[src/rtl/ahb_interconnect_pkg.sv]
// Shared AHB-Lite bus types, default address map and small helpers used by
// the single-master interconnect and its built-in default slave.
package ahb_interconnect_pkg;

  typedef enum logic [1:0] {
    TRANS_IDLE   = 2'b00,
    TRANS_BUSY   = 2'b01,
    TRANS_NONSEQ = 2'b10,
    TRANS_SEQ    = 2'b11
  } transfer_kind;

  typedef logic [2:0] transfer_size;
  typedef logic [2:0] transfer_burst;
  typedef logic [3:0] transfer_prot;

  typedef enum logic {
    RESP_OKAY  = 1'b0,
    RESP_ERROR = 1'b1
  } transfer_response;

  typedef enum logic [1:0] {
    DS_IDLE = 2'b00,
    DS_ERR1 = 2'b01,
    DS_ERR2 = 2'b10
  } ds_state_t;

  localparam int DEFAULT_SLAVE_COUNT = 4;

  // Element 0 is the rightmost entry.
  localparam logic [3:0][31:0] DEFAULT_SLAVE_BASE = {
    32'h0000_2000, 32'h0000_1000, 32'h0000_0800, 32'h0000_0000
  };
  localparam logic [3:0][31:0] DEFAULT_SLAVE_MASK = {
    32'hFFFF_E000, 32'hFFFF_F000, 32'hFFFF_F800, 32'hFFFF_F800
  };

  function automatic logic is_active(input transfer_kind t);
    return (t == TRANS_NONSEQ) || (t == TRANS_SEQ);
  endfunction

  function automatic logic [15:0] sat_inc16(input logic [15:0] v);
    logic [15:0] r;
    if (v == 16'hFFFF) begin
      r = v;
    end else begin
      r = v + 16'd1;
    end
    return r;
  endfunction

endpackage

[src/rtl/ahb_default_slave.sv]
// Default slave for unmapped transfers: two-cycle ERROR response plus
// saturating error counter and last-offending-address capture.
module ahb_default_slave
  import ahb_interconnect_pkg::*;
#(
  parameter int ADDR_WIDTH = 32
) (
  input  logic                  clock,
  input  logic                  reset,
  input  logic                  hready,
  input  logic                  unmapped,
  input  transfer_kind          trans,
  input  logic [ADDR_WIDTH-1:0] addr,
  output logic                  ready,
  output transfer_response      resp,
  output logic [15:0]           err_count,
  output logic [ADDR_WIDTH-1:0] err_addr
);

  ds_state_t             state_r;
  ds_state_t             state_next_s;
  logic                  err_start_s;
  logic [15:0]           err_count_r;
  logic [ADDR_WIDTH-1:0] err_addr_r;

  // FSM state register
  always_ff @(posedge clock or posedge reset) begin
    if (reset) begin
      state_r <= DS_IDLE;
    end else begin
      state_r <= state_next_s;
    end
  end

  // Next-state and response decode
  always_comb begin
    state_next_s = state_r;
    ready        = 1'b1;
    resp         = RESP_OKAY;
    err_start_s  = 1'b0;
    case (state_r)
      DS_IDLE: begin
        if (hready && unmapped && is_active(trans)) begin
          state_next_s = DS_ERR1;
          err_start_s  = 1'b1;
        end else begin
          state_next_s = DS_IDLE;
        end
      end
      DS_ERR1: begin
        ready        = 1'b0;
        resp         = RESP_ERROR;
        state_next_s = DS_ERR2;
      end
      DS_ERR2: begin
        // Last error cycle has HREADY high, so the next address is taken now.
        resp = RESP_ERROR;
        if (unmapped && is_active(trans)) begin
          state_next_s = DS_ERR1;
          err_start_s  = 1'b1;
        end else begin
          state_next_s = DS_IDLE;
        end
      end
      default: begin
        state_next_s = DS_IDLE;
      end
    endcase
  end

  // Error telemetry, updated on the edge that enters DS_ERR1
  always_ff @(posedge clock or posedge reset) begin
    if (reset) begin
      err_count_r <= 16'h0000;
      err_addr_r  <= {ADDR_WIDTH{1'b0}};
    end else if (err_start_s) begin
      err_count_r <= sat_inc16(err_count_r);
      err_addr_r  <= addr;
    end
  end

  assign err_count = err_count_r;
  assign err_addr  = err_addr_r;

endmodule

[src/rtl/ahb_interconnect.sv]
// Single-master AHB-Lite interconnect: address decode to N slave selects,
// registered data-phase owner and response mux, with a built-in default slave.
module ahb_interconnect
  import ahb_interconnect_pkg::*;
#(
  parameter int SLAVE_COUNT = DEFAULT_SLAVE_COUNT,
  parameter int ADDR_WIDTH  = 32,
  parameter int DATA_WIDTH  = 32,
  parameter logic [SLAVE_COUNT-1:0][ADDR_WIDTH-1:0] SLAVE_BASE = DEFAULT_SLAVE_BASE,
  parameter logic [SLAVE_COUNT-1:0][ADDR_WIDTH-1:0] SLAVE_MASK = DEFAULT_SLAVE_MASK
) (
  input  logic                                  clock,
  input  logic                                  reset,
  input  logic [ADDR_WIDTH-1:0]                 m_addr,
  input  transfer_kind                          m_trans,
  input  logic                                  m_write,
  input  transfer_size                          m_size,
  input  transfer_burst                         m_burst,
  input  transfer_prot                          m_prot,
  input  logic                                  m_mastlock,
  input  logic [DATA_WIDTH-1:0]                 m_wdata,
  output logic [DATA_WIDTH-1:0]                 m_rdata,
  output logic                                  m_ready,
  output transfer_response                      m_resp,
  output logic [SLAVE_COUNT-1:0]                s_sel,
  output logic [ADDR_WIDTH-1:0]                 s_addr,
  output transfer_kind                          s_trans,
  output logic                                  s_write,
  output transfer_size                          s_size,
  output transfer_burst                         s_burst,
  output transfer_prot                          s_prot,
  output logic                                  s_mastlock,
  output logic [DATA_WIDTH-1:0]                 s_wdata,
  output logic                                  s_ready_in,
  input  logic [SLAVE_COUNT-1:0][DATA_WIDTH-1:0] s_rdata,
  input  logic [SLAVE_COUNT-1:0]                s_ready,
  input  logic [SLAVE_COUNT-1:0]                s_resp,
  output logic [15:0]                           err_count,
  output logic [ADDR_WIDTH-1:0]                 err_addr
);

  localparam int IDX_W = (SLAVE_COUNT > 1) ? $clog2(SLAVE_COUNT) : 1;

  logic [SLAVE_COUNT-1:0] hit_s;
  logic [SLAVE_COUNT-1:0] sel_s;
  logic [IDX_W-1:0]       idx_s;
  logic                   any_hit_s;
  logic [IDX_W-1:0]       dsel_idx_r;
  logic                   dsel_dflt_r;
  logic                   dsel_active_r;
  logic                   dflt_ready_s;
  transfer_response       dflt_resp_s;

  // Address match against every slave window
  always_comb begin
    hit_s = {SLAVE_COUNT{1'b0}};
    for (int i = 0; i < SLAVE_COUNT; i++) begin
      hit_s[i] = ((m_addr & SLAVE_MASK[i]) == SLAVE_BASE[i]);
    end
  end

  // Lowest-index priority select; scanning downwards leaves the lowest hit
  always_comb begin
    sel_s     = {SLAVE_COUNT{1'b0}};
    idx_s     = {IDX_W{1'b0}};
    any_hit_s = 1'b0;
    for (int i = SLAVE_COUNT - 1; i >= 0; i--) begin
      if (hit_s[i]) begin
        idx_s     = i[IDX_W-1:0];
        any_hit_s = 1'b1;
      end else begin
        any_hit_s = any_hit_s;
      end
    end
    if (any_hit_s) begin
      sel_s[idx_s] = 1'b1;
    end else begin
      sel_s = {SLAVE_COUNT{1'b0}};
    end
  end

  // Data-phase owner, advances only when the bus is ready
  always_ff @(posedge clock or posedge reset) begin
    if (reset) begin
      dsel_idx_r    <= {IDX_W{1'b0}};
      dsel_dflt_r   <= 1'b1;
      dsel_active_r <= 1'b0;
    end else if (m_ready) begin
      dsel_idx_r    <= idx_s;
      dsel_dflt_r   <= ~any_hit_s;
      dsel_active_r <= is_active(m_trans);
    end
  end

  ahb_default_slave #(
    .ADDR_WIDTH (ADDR_WIDTH)
  ) u_dflt (
    .clock     (clock),
    .reset     (reset),
    .hready    (m_ready),
    .unmapped  (~any_hit_s),
    .trans     (m_trans),
    .addr      (m_addr),
    .ready     (dflt_ready_s),
    .resp      (dflt_resp_s),
    .err_count (err_count),
    .err_addr  (err_addr)
  );

  // Response mux; read data is only forwarded for an active data phase
  always_comb begin
    m_rdata = {DATA_WIDTH{1'b0}};
    m_ready = dflt_ready_s;
    m_resp  = dflt_resp_s;
    if (dsel_dflt_r) begin
      m_rdata = {DATA_WIDTH{1'b0}};
    end else begin
      m_ready = s_ready[dsel_idx_r];
      m_resp  = transfer_response'(s_resp[dsel_idx_r]);
      if (dsel_active_r) begin
        m_rdata = s_rdata[dsel_idx_r];
      end else begin
        m_rdata = {DATA_WIDTH{1'b0}};
      end
    end
  end

  assign s_sel      = sel_s;
  assign s_addr     = m_addr;
  assign s_trans    = m_trans;
  assign s_write    = m_write;
  assign s_size     = m_size;
  assign s_burst    = m_burst;
  assign s_prot     = m_prot;
  assign s_mastlock = m_mastlock;
  assign s_wdata    = m_wdata;
  assign s_ready_in = m_ready;

endmodule

[config.mk]
export PLATFORM = sky130hd
export DESIGN_NAME = ahb_interconnect
export DESIGN_NICKNAME = d
export VERILOG_FILES = /design/src/rtl/ahb_interconnect_pkg.sv /design/src/rtl/ahb_default_slave.sv /design/src/rtl/ahb_interconnect.sv
export SDC_FILE = /design/constraint.sdc
export NUM_CORES = 1
export LEC_CHECK = 0
export CAP_MARGIN = 0
export CORE_AREA = 2 2 147 149
export DETAILED_ROUTE_END_ITERATION = 8
export DIE_AREA = 0 0 149 151
export GPL_ROUTABILITY_DRIVEN = 1
export PLACE_DENSITY = 0.58
export SYNTH_ARGS = -nofsm -noshare
export SYNTH_HDL_FRONTEND = slang
export SYNTH_SLANG_ARGS = --single-unit
[constraint.sdc]
create_clock -name clock -period 6.9 [get_ports clock]
set_clock_uncertainty 0.15 [all_clocks]
set_input_delay 0.69 -clock clock [delete_from_list [all_inputs] [get_ports clock]]
set_output_delay 0.69 -clock clock [all_outputs]
set_load 0.01 [all_outputs]
==> summary.txt <==
Outcome: finished clean
Synth-to-layout area growth: 69.1%
Share of cells above drive strength 1: 15.1%
Post-Route WL: 16200 microns
Final WS setup: 2.77 ns
RSZ-0062 raised after global routing: false
Met3 WL: 1880 microns
Worst slew pin tran: 1.11 ns
Pleak: 2.52 nW
Site Rows: 53
Clk sinks: 54
Seq cells post-synth: 54
Crit path max fanout: 8
Synth area leader: dfrtp_1
Final period utilization: 59.9%
Slowest stage delay, CP: 0.62 ns
Post-CTS Setup Repair Bufs: 0
FMAX: 242 MHz
Max cap viols: 0
DRC Markers: 0
Combinational cell fraction of total power: 49.1%
CORE AREA: 20800 sq um
Synth top area cells: dfrtp_1 33%, mux4_2 19%, buf_4 16%
Die span in y: 151 microns
Wirelength per Cell: 19.6 microns
P_sw: 489 uW
Worst Hold Path EP: u_dflt.err_addr[12]$_DFFE_PP0P_
Crit path buffers/inverters: 2
GRT Residual Overflow: 0
Area of the die: 22500 sq um
Root Driver: clkbuf_16
Routability congestion estimate: 0.786
Wl on met1: 6030 microns
Post-Synthesis Cells: 345
Syn_nets: 566
Area post-placement: 6590 sq um
Startpoint Class: input port
Synth Cell Area: 3990 sq um
Clk pwr share: 17.9%
Sequential power share: 33.0%
TritonRoute pass-1 iters: 4
Switching Fraction: 31.0%
Power per standard cell area: 234 nW/um^2
Cell family contributing the most delay on the critical path: simple AND/OR/NAND/NOR gates
Slowest-stage cell, CP: or4_1
Slew Limit Fails: 0
Cts repair resizes: 0
Worst R2R Path Depth: 7
H-tree Lvls: 2
Hold Path Class: flip-flop to flip-flop
Initial antenna violation count: 2
Sequential standard cell area: 1350 sq um
Hold path depth: 2
Core Util, Final: 32.4%
Final std cells w/o fill: 826
Post-synthesis async set-or-reset flop share: 100%
DP Worst Slack: 2.79 ns
Vias in the first global route: 3689
Endpoints failing setup: 0
CTS Buf Count: 5
Detail Route Antenna Nets: 0
Minimum clock period: 4.13 ns
Post-Place Cells: 817
Design area: 6750 sq um
Nets: 770
Mean post-synth cell area: 11.6 sq um
CP arrival: 3.29 ns
Final Hold Viols: 0
1st-iter DRT viols: 138
Via density: 4.23
Top Metal Used: met5
Max IR drop VDD: 0.115 mV
Clock Latency Late Sink: 0.29 ns
Clock slew seen by the registers of the worst setup and hold paths: 0.06 ns
First-pass GRT wire length: 22600 microns
Vias: 3495
Synth warnings: 0
Post-synth top area share: 33.2%
Worst hold slack: 0.337 ns
Critical path class: input port to primary output
Rel. slew slack: 25.9%
Starting density of the core: 19.2%
Req. time, crit path: 6.06 ns
Top FF cell, synth: dfrtp_1
Internal: 1.09 mW
Setup TNS: 0 ns
Post-synth EDFFs: 0
Die X: 149 microns
Cell Chain, Critical Path: clkdlybuf4s50_1, or4_1, or3_1, nor4b_1, clkdlybuf4s50_1
Post-synth cell types: 35
Cell mode on critical path: clkdlybuf4s50_1
CTS tree: yes
R2r setup slk: 3.42 ns
IO Pins: 381
Final HPWL DP: 14000 microns
Filler cells: 2094
Critical path endpoint category: primary output
Total power: 1.58 mW
Total GRT Usage: 13.3%
Most common cell in the synthesized netlist: buf_4
Routed wl met2: 8110 microns
PortBufs: 290
Multi-input gate area: 1930 sq um
FF-to-FF End: u_dflt.err_count[14]$_DFFE_PP0P_
Register area share after synthesis: 33.9%
RR Startpoint: dsel_idx_r[0]$_DFFE_PP0N_
Most frequent cells after synthesis: 83 x buf_4, 53 x dfrtp_1, 34 x mux4_2
# hold bufs at CTS: 0
CTS max path bufs: 2
Largest net degree at the start of global routing: 55
Hold Crit Start: u_dflt.err_addr[12]$_DFFE_PP0P_
## cells in the final DEF (no fill, tap or decap), types with 2 or more instances in the layout
master / count
a21oi_1: 3
and3_1: 3
buf_4: 4
clkbuf_1: 2
clkbuf_16: 5
clkdlybuf4s50_1: 290
dfrtp_1: 52
ha_1: 5
inv_1: 6
mux2_2: 32
mux2_4: 2
mux4_2: 34
nand2_1: 12
nand3_1: 6
nand4_1: 3
nor2_1: 9
nor2b_1: 32
nor3_1: 8
nor4_1: 9
nor4b_1: 2
o21ai_0: 2
o31ai_1: 2
xor2_1: 14
## worst max-delay path by stage
stage          startpoint  cells past startpoint       end
2_1_floorplan  m_addr[26]                      4  s_sel[1]
3_3_place_gp   m_addr[26]                      5  s_sel[1]
3_5_place_dp   m_addr[27]                      5  s_sel[1]
4_1_cts        m_addr[27]                      5  s_sel[1]
5_1_grt        m_addr[27]                      5  s_sel[1]
6_report       m_addr[27]                      5  s_sel[1]
## flip-flops by register name, summed over array words and instances, names as in the netlist
signal and cells:
dsel_active_r 1, dsel_dflt_r 1, dsel_idx_r 2, u_dflt.err_addr 32, u_dflt.err_count 16, u_dflt.state_r 2
## layout make-up
| type | count | share of cell area, % |
|---|---|---|
| multi-input combinational | 187 | 28.6 |
| sequential | 54 | 20.1 |
| timing repair buffer | 294 | 43.4 |
| antenna | 1 | 0.0371 |
| clock inverter | 1 | 0.445 |
| tap | 275 | 5.10 |
| inverter | 7 | 0.389 |
| clock buffer | 7 | 1.96 |
## worst register-to-register path, stage by stage (launching register included)
cell and delay [ns]:
dfrtp_2 0.34, buf_4 0.51, mux4_2 0.65, a311o_1 0.46, o311ai_4 0.23, buf_4 0.54, nor3_1 0.17, mux2_4 0.32
## routing by layer
| layer | track usage, % | vias to the layer above |
|---|---|---|
| met5 | 0 | - |
| met4 | 2.24 | 2 |
| met3 | 6.42 | 16 |
| met2 | 22.8 | 217 |
| met1 | 15.3 | 1706 |
| li1 | - | 1554 |
## logic make-up (layout without fill, tap and decap cells)
kind of cell    after synthesis  in the layout  share of synthesized area, %
other cells                   0              1                             0
compound gates                9              9                          1.66
flops                        54             54                          33.9
fa+ha+maj                     5              5                          1.57
simple gates                 91             91                          12.8
buf+inv                     104            309                          18.1
mux                          68             68                          29.0
xor+xnor                     14             14                          3.07
## power by group through the flow
stage	registers, mW	clock network [mW]	logic, mW
finish	0.522	0.282	0.775
CTS	0.522	0.297	0.793
global route	0.540	0.308	0.825
floorplan	0.568	0	0.335
detailed placement	0.526	0	0.790
global placement	0.520	0	0.782
No activity file was read; power rests on OpenSTA's default activity.
